**src/rtl/mem_byte_lane.sv**
```systemverilog
// Load/store alignment unit: word bus transfers, big-endian LBU extract,
// and read-modify-write byte stores with a per-transfer bus timeout.
module mem_byte_lane #(
   parameter int BUS_TIMEOUT = 255,
   parameter int CNT_W       = 8
) (
   input  logic        clk,
   input  logic        rst,
   input  logic        cpu_req,
   input  logic [1:0]  cpu_op,
   input  logic [31:0] cpu_addr,
   input  logic [31:0] cpu_wdata,
   output logic [31:0] cpu_rdata,
   output logic        cpu_stall,
   output logic        cpu_done,
   output logic        cpu_err,
   output logic        bus_req,
   output logic        bus_we,
   output logic [31:0] bus_addr,
   output logic [31:0] bus_wdata,
   input  logic [31:0] bus_rdata,
   input  logic        bus_ready
);

   typedef enum logic [2:0] {
      S_IDLE,
      S_RD,
      S_WR,
      S_RMW_RD,
      S_RMW_WR,
      S_DONE
   } state_t;

   localparam logic [CNT_W-1:0] TO_LAST = CNT_W'(BUS_TIMEOUT - 1);

   state_t           r_state;
   logic             r_lbu;
   logic [1:0]       r_off;
   logic [CNT_W-1:0] r_cnt;

   logic [7:0]       w_byte;
   logic [31:0]      w_merge;
   logic             w_tmo;

   // Lane 0 is the most significant byte; SB keeps its byte in bus_wdata[7:0]
   always_comb begin
      w_byte  = bus_rdata[31:24];
      w_merge = bus_rdata;
      unique case (r_off)
         2'd0: begin
            w_byte          = bus_rdata[31:24];
            w_merge[31:24]  = bus_wdata[7:0];
         end
         2'd1: begin
            w_byte          = bus_rdata[23:16];
            w_merge[23:16]  = bus_wdata[7:0];
         end
         2'd2: begin
            w_byte          = bus_rdata[15:8];
            w_merge[15:8]   = bus_wdata[7:0];
         end
         2'd3: begin
            w_byte          = bus_rdata[7:0];
            w_merge[7:0]    = bus_wdata[7:0];
         end
      endcase
   end

   assign w_tmo     = (BUS_TIMEOUT != 0) && (r_cnt == TO_LAST);
   assign cpu_stall = cpu_req & ~cpu_done;

   always_ff @(posedge clk) begin
      if (rst) begin
         r_state   <= S_IDLE;
         r_lbu     <= 1'b0;
         r_off     <= 2'd0;
         r_cnt     <= '0;
         bus_req   <= 1'b0;
         bus_we    <= 1'b0;
         bus_addr  <= 32'h0;
         bus_wdata <= 32'h0;
         cpu_rdata <= 32'h0;
         cpu_done  <= 1'b0;
         cpu_err   <= 1'b0;
      end else begin
         cpu_done <= 1'b0;
         cpu_err  <= 1'b0;
         unique case (r_state)
            S_IDLE: begin
               if (cpu_req) begin
                  r_lbu     <= (cpu_op == 2'b01);
                  r_off     <= cpu_addr[1:0];
                  r_cnt     <= '0;
                  bus_addr  <= {cpu_addr[31:2], 2'b00};
                  bus_wdata <= cpu_wdata;
                  bus_req   <= 1'b1;
                  unique case (cpu_op)
                     2'b00, 2'b01: begin
                        bus_we  <= 1'b0;
                        r_state <= S_RD;
                     end
                     2'b10: begin
                        bus_we  <= 1'b1;
                        r_state <= S_WR;
                     end
                     2'b11: begin
                        bus_we  <= 1'b0;
                        r_state <= S_RMW_RD;
                     end
                  endcase
               end
            end
            S_RD, S_WR, S_RMW_RD, S_RMW_WR: begin
               if (bus_ready) begin
                  r_cnt <= '0;
                  if (r_state == S_RMW_RD) begin
                     bus_wdata <= w_merge;
                     bus_we    <= 1'b1;
                     r_state   <= S_RMW_WR;
                  end else begin
                     if (r_state == S_RD)
                        cpu_rdata <= r_lbu ? {24'h0, w_byte} : bus_rdata;
                     bus_req  <= 1'b0;
                     bus_we   <= 1'b0;
                     cpu_done <= 1'b1;
                     r_state  <= S_DONE;
                  end
               end else if (w_tmo) begin
                  r_cnt    <= '0;
                  bus_req  <= 1'b0;
                  bus_we   <= 1'b0;
                  cpu_done <= 1'b1;
                  cpu_err  <= 1'b1;
                  r_state  <= S_DONE;
               end else begin
                  r_cnt <= r_cnt + 1'b1;
               end
            end
            S_DONE: r_state <= S_IDLE;
            default: r_state <= S_IDLE;
         endcase
      end
   end

endmodule

```
**config.mk**
```make
export PLATFORM = sky130hd
export DESIGN_NAME = mem_byte_lane
export DESIGN_NICKNAME = d
export VERILOG_FILES = /design/src/rtl/mem_byte_lane.sv
export SDC_FILE = /design/constraint.sdc
export NUM_CORES = 1
export LEC_CHECK = 0
export ABC_AREA = 1
export CAP_MARGIN = 30
export CORE_MARGIN = 2
export CORE_UTILIZATION = 44
export DETAILED_ROUTE_END_ITERATION = 8
export PLACE_DENSITY = 0.81
export SETUP_SLACK_MARGIN = 0.2
export SYNTH_ARGS = -nofsm -noshare
export SYNTH_HDL_FRONTEND = slang
export SYNTH_SLANG_ARGS = --single-unit
export TNS_END_PERCENT = 10
```
**constraint.sdc**
```tcl
create_clock -name clk -period 1.7 [get_ports clk]
set_clock_uncertainty 0.15 [all_clocks]
set_input_delay 0.17 -clock clk [delete_from_list [all_inputs] [get_ports clk]]
set_output_delay 0.17 -clock clk [all_outputs]
set_load 0.01 [all_outputs]
```
; Yosys cells after proc, flatten, opt, wreduce, memory -nomap -nowiden
; Index checks and enable logic that the tools add are counted.
[word_totals]
ff_bits = 112
in_bits = 102
output_inout_bits = 101
elab_cells = 84
[classes]
addsub = 1
eq_ne = 17
muxes = 33
bitwise = 4
reduce_logical = 17
[ops]
columns = operator, n
row1 = $mux 32, 4
row2 = $pmux 32 s2, 1
row3 = $mux 8, 7
row4 = $pmux 8 s4, 1
row5 = $pmux 8 s2, 1
row6 = $reduce_and 4->1, 3
row7 = $mux 1, 11
row8 = $mux 3, 3
row9 = $pmux 3 s3, 1
row10 = $add 8x1->8 const B, 1
row11 = $eq 2x2->1 const B, 4
row12 = $eq 8x8->1 const B, 1
row13 = $ne 2x2->1 const B, 4
row14 = $eq 3x2->1 const B, 2
row15 = $ne 3x3->1 const B, 2
row16 = $pmux 1 s2, 3
row17 = $pmux 3 s2, 1
row18 = $reduce_and 2->1, 3
row19 = $reduce_or 3->1, 2
row20 = $reduce_and 5->1, 1
row21 = $eq 2x1->1 const B, 2
row22 = $logic_not 2->1, 2
row23 = $reduce_or 2->1, 2
row24 = $reduce_or 4->1, 1
row25 = other kinds (7), 9

; Longest topological paths before layout
[logic_depth]
depth_word = 5
mapped_depth = 10
mapped_depth_nobuf = 10

; Least setup slack after synthesis
; OpenSTA, ideal clock, no wires.
[synth_path]
path_type = flip-flop to flip-flop
start = register r_state[2]
end = register bus_wdata[12]
arrival_ns = 1.230
t_required_ns = 1.434
setup_slack_ns = 0.204
path_stages_with_launch = 9
path_buffers = 1
synth_period_minus_slack_ns = 1.496
path_cell_list = dfxtp_1 > inv_2 > nand2_2 > nand2_4 > nand2_4 > nand2_4 > buf_4 > o21ai_0 > nor2_1
[synth_between]
elab_chain_len = 4
elab_cells_between_ends = 12
cone_classes = eq/ne (7) / mux (1) / reduce/logical (4)
[synth_rtl]
columns = element, line
row1 = from (decl), 36  ; state_t r_state;
row2 = from (signal assigned), 74  ; r_state <= S_IDLE;
row3 = from (signal assigned), 100  ; r_state <= S_RD;
row4 = from (signal assigned), 104  ; r_state <= S_WR;
row5 = "$eq 3x2->1, or another cell as far along", "88, 116"
row6 = $reduce_or 4->1, 88  ; unique case (r_state)
row7 = $ne 2x2->1 (no line) or $reduce_bool 2->1 (tied branches), --
row8 = $reduce_and 4->1 (no line), --
row9 = to (signal assigned), 95  ; bus_wdata <= cpu_wdata;
row10 = to (signal assigned), 117  ; bus_wdata <= w_merge;
row11 = to (decl), 20  ; output logic [31:0] bus_wdata,
; Several ways; a longest one is shown, not always the timed one.
; A chain may end at the register's enable or synchronous reset.

; Worst setup path in the final report
[layout_path]
start = register r_state[0]
end = register bus_wdata[21]
; Same word-level chain as after synthesis.

==> flow_summary.ini <==
[cells_and_area]
final_common_cell = nand2_1
diodes = 0
final_util_pct = 82.29
regArea_um2 = 2260
drive_gt1_share_pct = 26.47
final_cell_mix = nand2_1 (205), dfxtp_1 (106), clkdlybuf4s50_1 (99), dlymetal6s2s_1 (99), nor2_1 (56)
areaGrowthSynthToFinish_pct = 80.99
nFillCells = 665
multi_input_area_um2 = 3415
stdcell_area_um2 = 9437
final_nets = 1104

[run_status]
violations = negative setup slack
status = complete, but fails checks

[detailed_routing]
via_count = 6504
antenna_left = 0
dr.pass1.iters = 6
wirelength_um = 23420
drc = 0
viasPerCell = 5.666
avgRoutedWirePerCell_um = 20.40
dr.first_iter.drc_count = 520

[global_route]
grt_pass1_vias = 5961
grt_usage_pct = 30.30
grt.overflow.total = 0
grt_pass1_wl_um = 30460
grt_max_degree = 36
antenna_found_initial = 0

[min_path]
hold_class = in2reg
worstHoldStart = rst

[cts]
ctsHtreeMaxLevel = 3
cts.sinks = 112
insertion_delay_ns = 0.37
cts-root-buf = clkbuf_16
cts_tree = built
path_clk_slew_ns = 0.08
cts_buffers = 9
clk_path_buf_depth = 2

[critical_path]
cp.arrival_ns = 1.88
worstPathRequired_ns = 1.80
start_kind = flop
cp.buffers_inverters = 2
cpPeakStageDelay_ns = 0.37
cp_cell_sequence = inv_4 -> nand2_4 -> nor2_4 -> nand2_4 -> nand2_8 -> buf_6 -> nand2_8 -> o21ai_0 -> nor2_1
path_max_fanout = 10
critPathSlowestCell = dfxtp_4
critPathLaunch = r_state[0]$_SDFFE_PP0P_
worstSetupPathType = reg2reg
cp-end-kind = flop
cpLargestDelayFamily = simple AND/OR/NAND/NOR gates
r2r-start = r_state[0]$_SDFFE_PP0P_

[floorplanning]
rows = 39
die_h_um = 112.9
dieArea_um2 = 12740
ios = 203
core_area_um2 = 11470
die_w_um = 112.9
initial_utilization_pct = 45.47

[timing]
setup_violations = 8
maxSlewHeadroom_pct = 63.88
final_max_slew_viol_count = 0
period_minus_slack_ns = 1.779
rsz0062_at_grt = yes
final-hold-violation-count = 0
max_freq_ghz = 0.5621
worst_slack_ns = -0.07915
finalCritPeriodShare_pct = 104.7
tightest_slew_ns = 0.5418

[placed_design]
place_ws_ns = -0.1366
dp_hpwl_um = 13000
place.port_buffers = 200
gp_congestion = 0.9084
place_area_um2 = 7383

[power_and_ir_drop]
p_leak_uw = 0.005316
irDropWorstVdd_uv = 1058
powerDensity_nw_per_um2 = 1572
power_uw = 14840

[synthesis]
synth_edf_count = 0
syn_inst = 768
avgSynthCellArea_um2 = 6.789
yosysSeqAreaShare_pct = 43.00
synth_flop_cell = dfxtp_1
synth_cell_type_count = 30
synth_area_um2 = 5214
ys_ff_latch = 112
yosys_warnings = 0
ys_async_sr_fraction_pct = 0

[job]
maxCapViolations = 0
-- repair_timing --
action	in CTS	in global routing
pin swaps	17	99
cloned	10	5
hold buffers	0	0
setup endpoints to repair	201	209
buffers inserted	20	4
resized for setup	60	329
-- path summary, 6_finish.rpt --
path	endpoint	slack (ns)	depth (start not counted)
worst max-delay path	bus_wdata[21]$_SDFFE_PP0P_	-0.08	9
worst max register to register	bus_wdata[21]$_SDFFE_PP0P_	-0.08	9
worst min-delay path	r_cnt[1]$_SDFFE_PP0P_	0.06	2
worst min register to register	cpu_rdata[19]$_SDFFE_PP0P_	0.32	2
-- power breakdown --
group	internal, uW	leakage [uW]	total, uW	switching (uW)
Clock	1040	0.000133	2080	1040
Sequential	3210	0.000920	3670	462
Combinational	4100	0.00426	9080	4980
Total	8350	0.00532	14800	6480
-- cell families after synthesis --
group	Yosys count	synth area share, %
and+or+nand+nor	399	31.68
AOI/OAI and AO/OA	164	16.22
DFF	112	43.00
buffers and inverters	87	8.039
xor gates and xnor gates	3	0.5041
adders and majority gates	2	0.4799
other	1	0.07193
-- final cells by class --
| class | instances | area share [%] |
|---|---|---|
| clock inverters | 4 | 0.3182 |
| well taps | 143 | 1.896 |
| clock buffers | 12 | 2.612 |
| multi-input cells | 573 | 36.18 |
| repair buffers | 261 | 32.86 |
| repair inverters | 2 | 0.1724 |
| flip-flops and latches | 112 | 23.95 |
| inverters | 41 | 2.015 |
-- flip-flops by register name, summed over array words and instances, names as in the netlist --
register and cells:
cpu_rdata 32, r_lbu 1, r_state 3, r_off 2, r_cnt 8, bus_we 1, bus_req 1, bus_wdata 32
bus_addr 30, cpu_done 1, cpu_err 1
-- synth_stat cells, types with 2 or more instances --
cell | instances | area [um2]
nand2_4 | 4 | 45.04
a21oi_1 | 85 | 425.4
dfxtp_1 | 112 | 2242
xor2_1 | 3 | 26.28
o21ai_0 | 66 | 330.3
buf_1 | 2 | 7.510
inv_1 | 36 | 135.1
buf_4 | 7 | 52.55
nand2_1 | 270 | 1013
nand3_1 | 38 | 190.2
nand4_1 | 4 | 25.02
buf_2 | 15 | 75.07
o211ai_1 | 8 | 60.06
buf_6 | 6 | 67.56
inv_2 | 4 | 15.01
nand2_2 | 5 | 31.28
nor2_1 | 71 | 266.5
ha_1 | 2 | 25.02
o21ai_1 | 3 | 15.01
nand3_2 | 2 | 20.02
clkbuf_1 | 16 | 60.06
-- layer usage --
layer	vias up	GRT usage, %	part of all wire (%)
li1	2944	-	-
met5	-	0	0
met2	426	50.90	49
met3	122	8.891	9.4
met4	0	14.80	5.7
met1	3012	35.38	36
-- worst register-to-register path: cells and delay by family, from the launching register on --
family,cells,cell delay (ns)
AND/OR/NAND/NOR,6,0.67
flip-flops,1,0.37
AO/OA/AOI/OAI,1,0.27
buffers and inverters,2,0.20
-- through the flow --
stage	hold WS (ns)	setup TNS (ns)	std cells
after floorplan	0.09723	0	769
after CTS	0.02533	0	1139
final	0.05664	-0.3250	1148
after detailed placement	0.2838	-2.713	1093
after global placement	0.2827	-1.261	1093
after global routing	0.05155	-1.276	1148
(Power assumes the default switching activity.)
==> variant, RTL diff (same flow settings) <==
Register the output `cpu_err` once more, cleared by the reset; this adds one clock of latency there. The other outputs are not delayed to match.
--- a/src/rtl/mem_byte_lane.sv
+++ b/src/rtl/mem_byte_lane.sv
@@ -34,2 +34,4 @@
    localparam logic [CNT_W-1:0] TO_LAST = CNT_W'(BUS_TIMEOUT - 1);
+
+   logic cpu_err_s0;
 
@@ -83,6 +85,6 @@
          cpu_done  <= 1'b0;
-         cpu_err   <= 1'b0;
+         cpu_err_s0 <= 1'b0;
       end else begin
          cpu_done <= 1'b0;
-         cpu_err  <= 1'b0;
+         cpu_err_s0 <= 1'b0;
          unique case (r_state)
@@ -132,3 +134,3 @@
                   cpu_done <= 1'b1;
-                  cpu_err  <= 1'b1;
+                  cpu_err_s0 <= 1'b1;
                   r_state  <= S_DONE;
@@ -144,2 +146,10 @@
 
+   always_ff @(posedge clk) begin
+      if (rst) begin
+         cpu_err <= '0;
+      end else begin
+         cpu_err <= cpu_err_s0;
+      end
+   end
+
 endmodule
Formal check against the unedited RTL: no difference found for any inputs over 4 cycles, from zero or initial values and one cycle with rst high; that may be too few to reach the edited logic, so the function may still have changed.
==> variant against the original RTL <==
Fmax is 5.0% higher. Routed wire length is 17% lower. Setup slack better by 85 ps. Design area is 9.9% lower. Die area hardly changed. Synthesized cell count is 0.91% higher. Count of clock-buffer cells in the layout is 13 higher. Highest routed layer unchanged. Area after synthesis hardly changed. Sequential cell count is 1 higher. Critical path depth is 1 lower. Global-route usage is 2.4 points lower. Total power is 4.6% lower.
==> variant: results (changes against the original RTL) <==
stage	metric	value	unit	change
clock_tree	cts_setup_buffers	0		-100%
global_route	met2_usage	0.465		-0.0443
power_and_ir_drop	ir_drop	0.00101	V	-4.4%
global_route	grt.total_usage	0.279		-0.0243
power_and_ir_drop	leakage	3.54	nW	-33%
detailed_routing	vias	6182		-5.0%
clock_tree	clockBufferDepth	2		unchanged
setup_path	worstSetupPathType	register to register		
setup_path	max_stage_delay	360	ps	
global_route	grt_max_degree	85		+140%
synthesis	synth_commonest_cells	307 x nand2_1, 113 x dfxtp_1, 104 x a21oi_1		
placement	place_area	7450	um^2	+0.95%
global_route	global_route.usage.met1	0.331		-0.0232
placement	gp_congestion	0.914		+0.63%
placement	place_ws	-82.2	ps	+54.4 ps
synthesis	synthFlopType	dfxtp_1		
placement	placed_cells	1104		+1.0%
global_route	use_met3	0.103		+0.0139
setup_path	reg2reg_depth	8		-1
clock_tree	cts.clk_slew.worst_paths	50	ps	-30 ps
layout	final_cells	1150		+0.17%
setup_path	critical_path.slowest_cell	dfxtp_4		
placement	dp_hpwl	12300	um	-5.8%
global_route	antenna_found_initial	0		unchanged
clock_tree	cts-hold-fix-buffers	1		+1
global_route	grt_pass1_wl	28300	um	-7.2%
clock_tree	cts_resized	24		-60%
detailed_routing	firstDrtPassIters	5		-1
run_status	status	finished, final reports clean		
synthesis	yosysWarnings	0		unchanged
setup_path	path_max_fanout	8		-2
min_path	hold_path_depth	3		+1
synthesis	synth_area_leaders	dfxtp_1 43%, nand2_1 22%, a21oi_1 10%		
detailed_routing	drt_iter0_drc	534		+2.7%
min_path	hold_start	cpu_addr[27]		
layout	drive_gt1_frac	0.146		-0.119
clock_tree	numCtsBuffers	17		+8
clock_tree	clk-insertion-delay-late	420	ps	+50 ps
synthesis	ys_types	32		+6.7%
setup_path	r2r-start	r_state[0]		
setup_path	crit_arrival	1880	ps	about the same
synthesis	ys_seq_area_frac	0.434		+0.00405
synthesis	avgSynthCellArea	6.72	um^2	-0.95%
detailed_routing	post_drt_wl_per_cell	16.9	um	-17%
synthesis	yosysTopAreaCellShare	0.434		+0.00405
clock_tree	htreeDepth	4		+1
global_route	grt_pass1_vias	5735		-3.8%
-- variant: cell count changes after synthesis, moves of 2 or more --
| cell | unedited run | this run |
|---|---|---|
| a21oi_1 | 85 | 104 |
| buf_6 | 6 | 3 |
| inv_1 | 36 | 38 |
| nand2_1 | 270 | 307 |
| nand2_2 | 5 | 3 |
| nand2_4 | 4 | 1 |
| nand3_1 | 38 | 45 |
| nor2_1 | 71 | 35 |
| nor2_2 | 1 | 3 |
| o211ai_1 | 8 | 5 |
| o21ai_0 | 66 | 46 |
| xor2_1 | 3 | 1 |
-- variant: kinds of logic after synthesis --
logic type,share of synthesized area
AND/OR/NAND/NOR,0.317
buffers and inverters,0.0804
flip-flops,0.434
adder cells (fa/ha/maj),0.00480
other,0.000720
XOR/XNOR,0.00336
AO/OA/AOI/OAI,0.160
-- variant: worst paths after layout --
path | endpoint | slack, ps
worst max-delay path | bus_wdata[28] | 6
worst min-delay path | bus_addr[27] | 150
worst max register to register | bus_wdata[28] | 6
worst min register to register | cpu_err | 270
-- variant: power by group --
group          internal [W]  leakage [nW]  switching, W
Clock               0.00217         0.275       0.00118
Sequential          0.00328         0.927      0.000407
Combinational       0.00317          2.34       0.00394
Total               0.00863          3.54       0.00553
-- variant: layout make-up --
cell class	instances	area (um^2)
clock buffer	25	505
clock inverter	5	52.6
fill	862	2960
inverter	45	191
multi-input combinational	573	2760
sequential	113	2280
tap	143	179
timing repair buffer	244	2520
timing repair inverter	2	25.0
-- variant: layer usage --
metal,vias to the layer above,part of all wire
met1,2833,0.38
li1,2944,-
met4,0,0.029
met2,353,0.48
met3,52,0.12
met5,-,0
-- variant: worst max-delay path, delay by kind of cell (launching register included) --
kind	cells	cell delay [ps]
flops	1	360
simple gates	5	670
buf+inv	2	270
compound gates	1	150
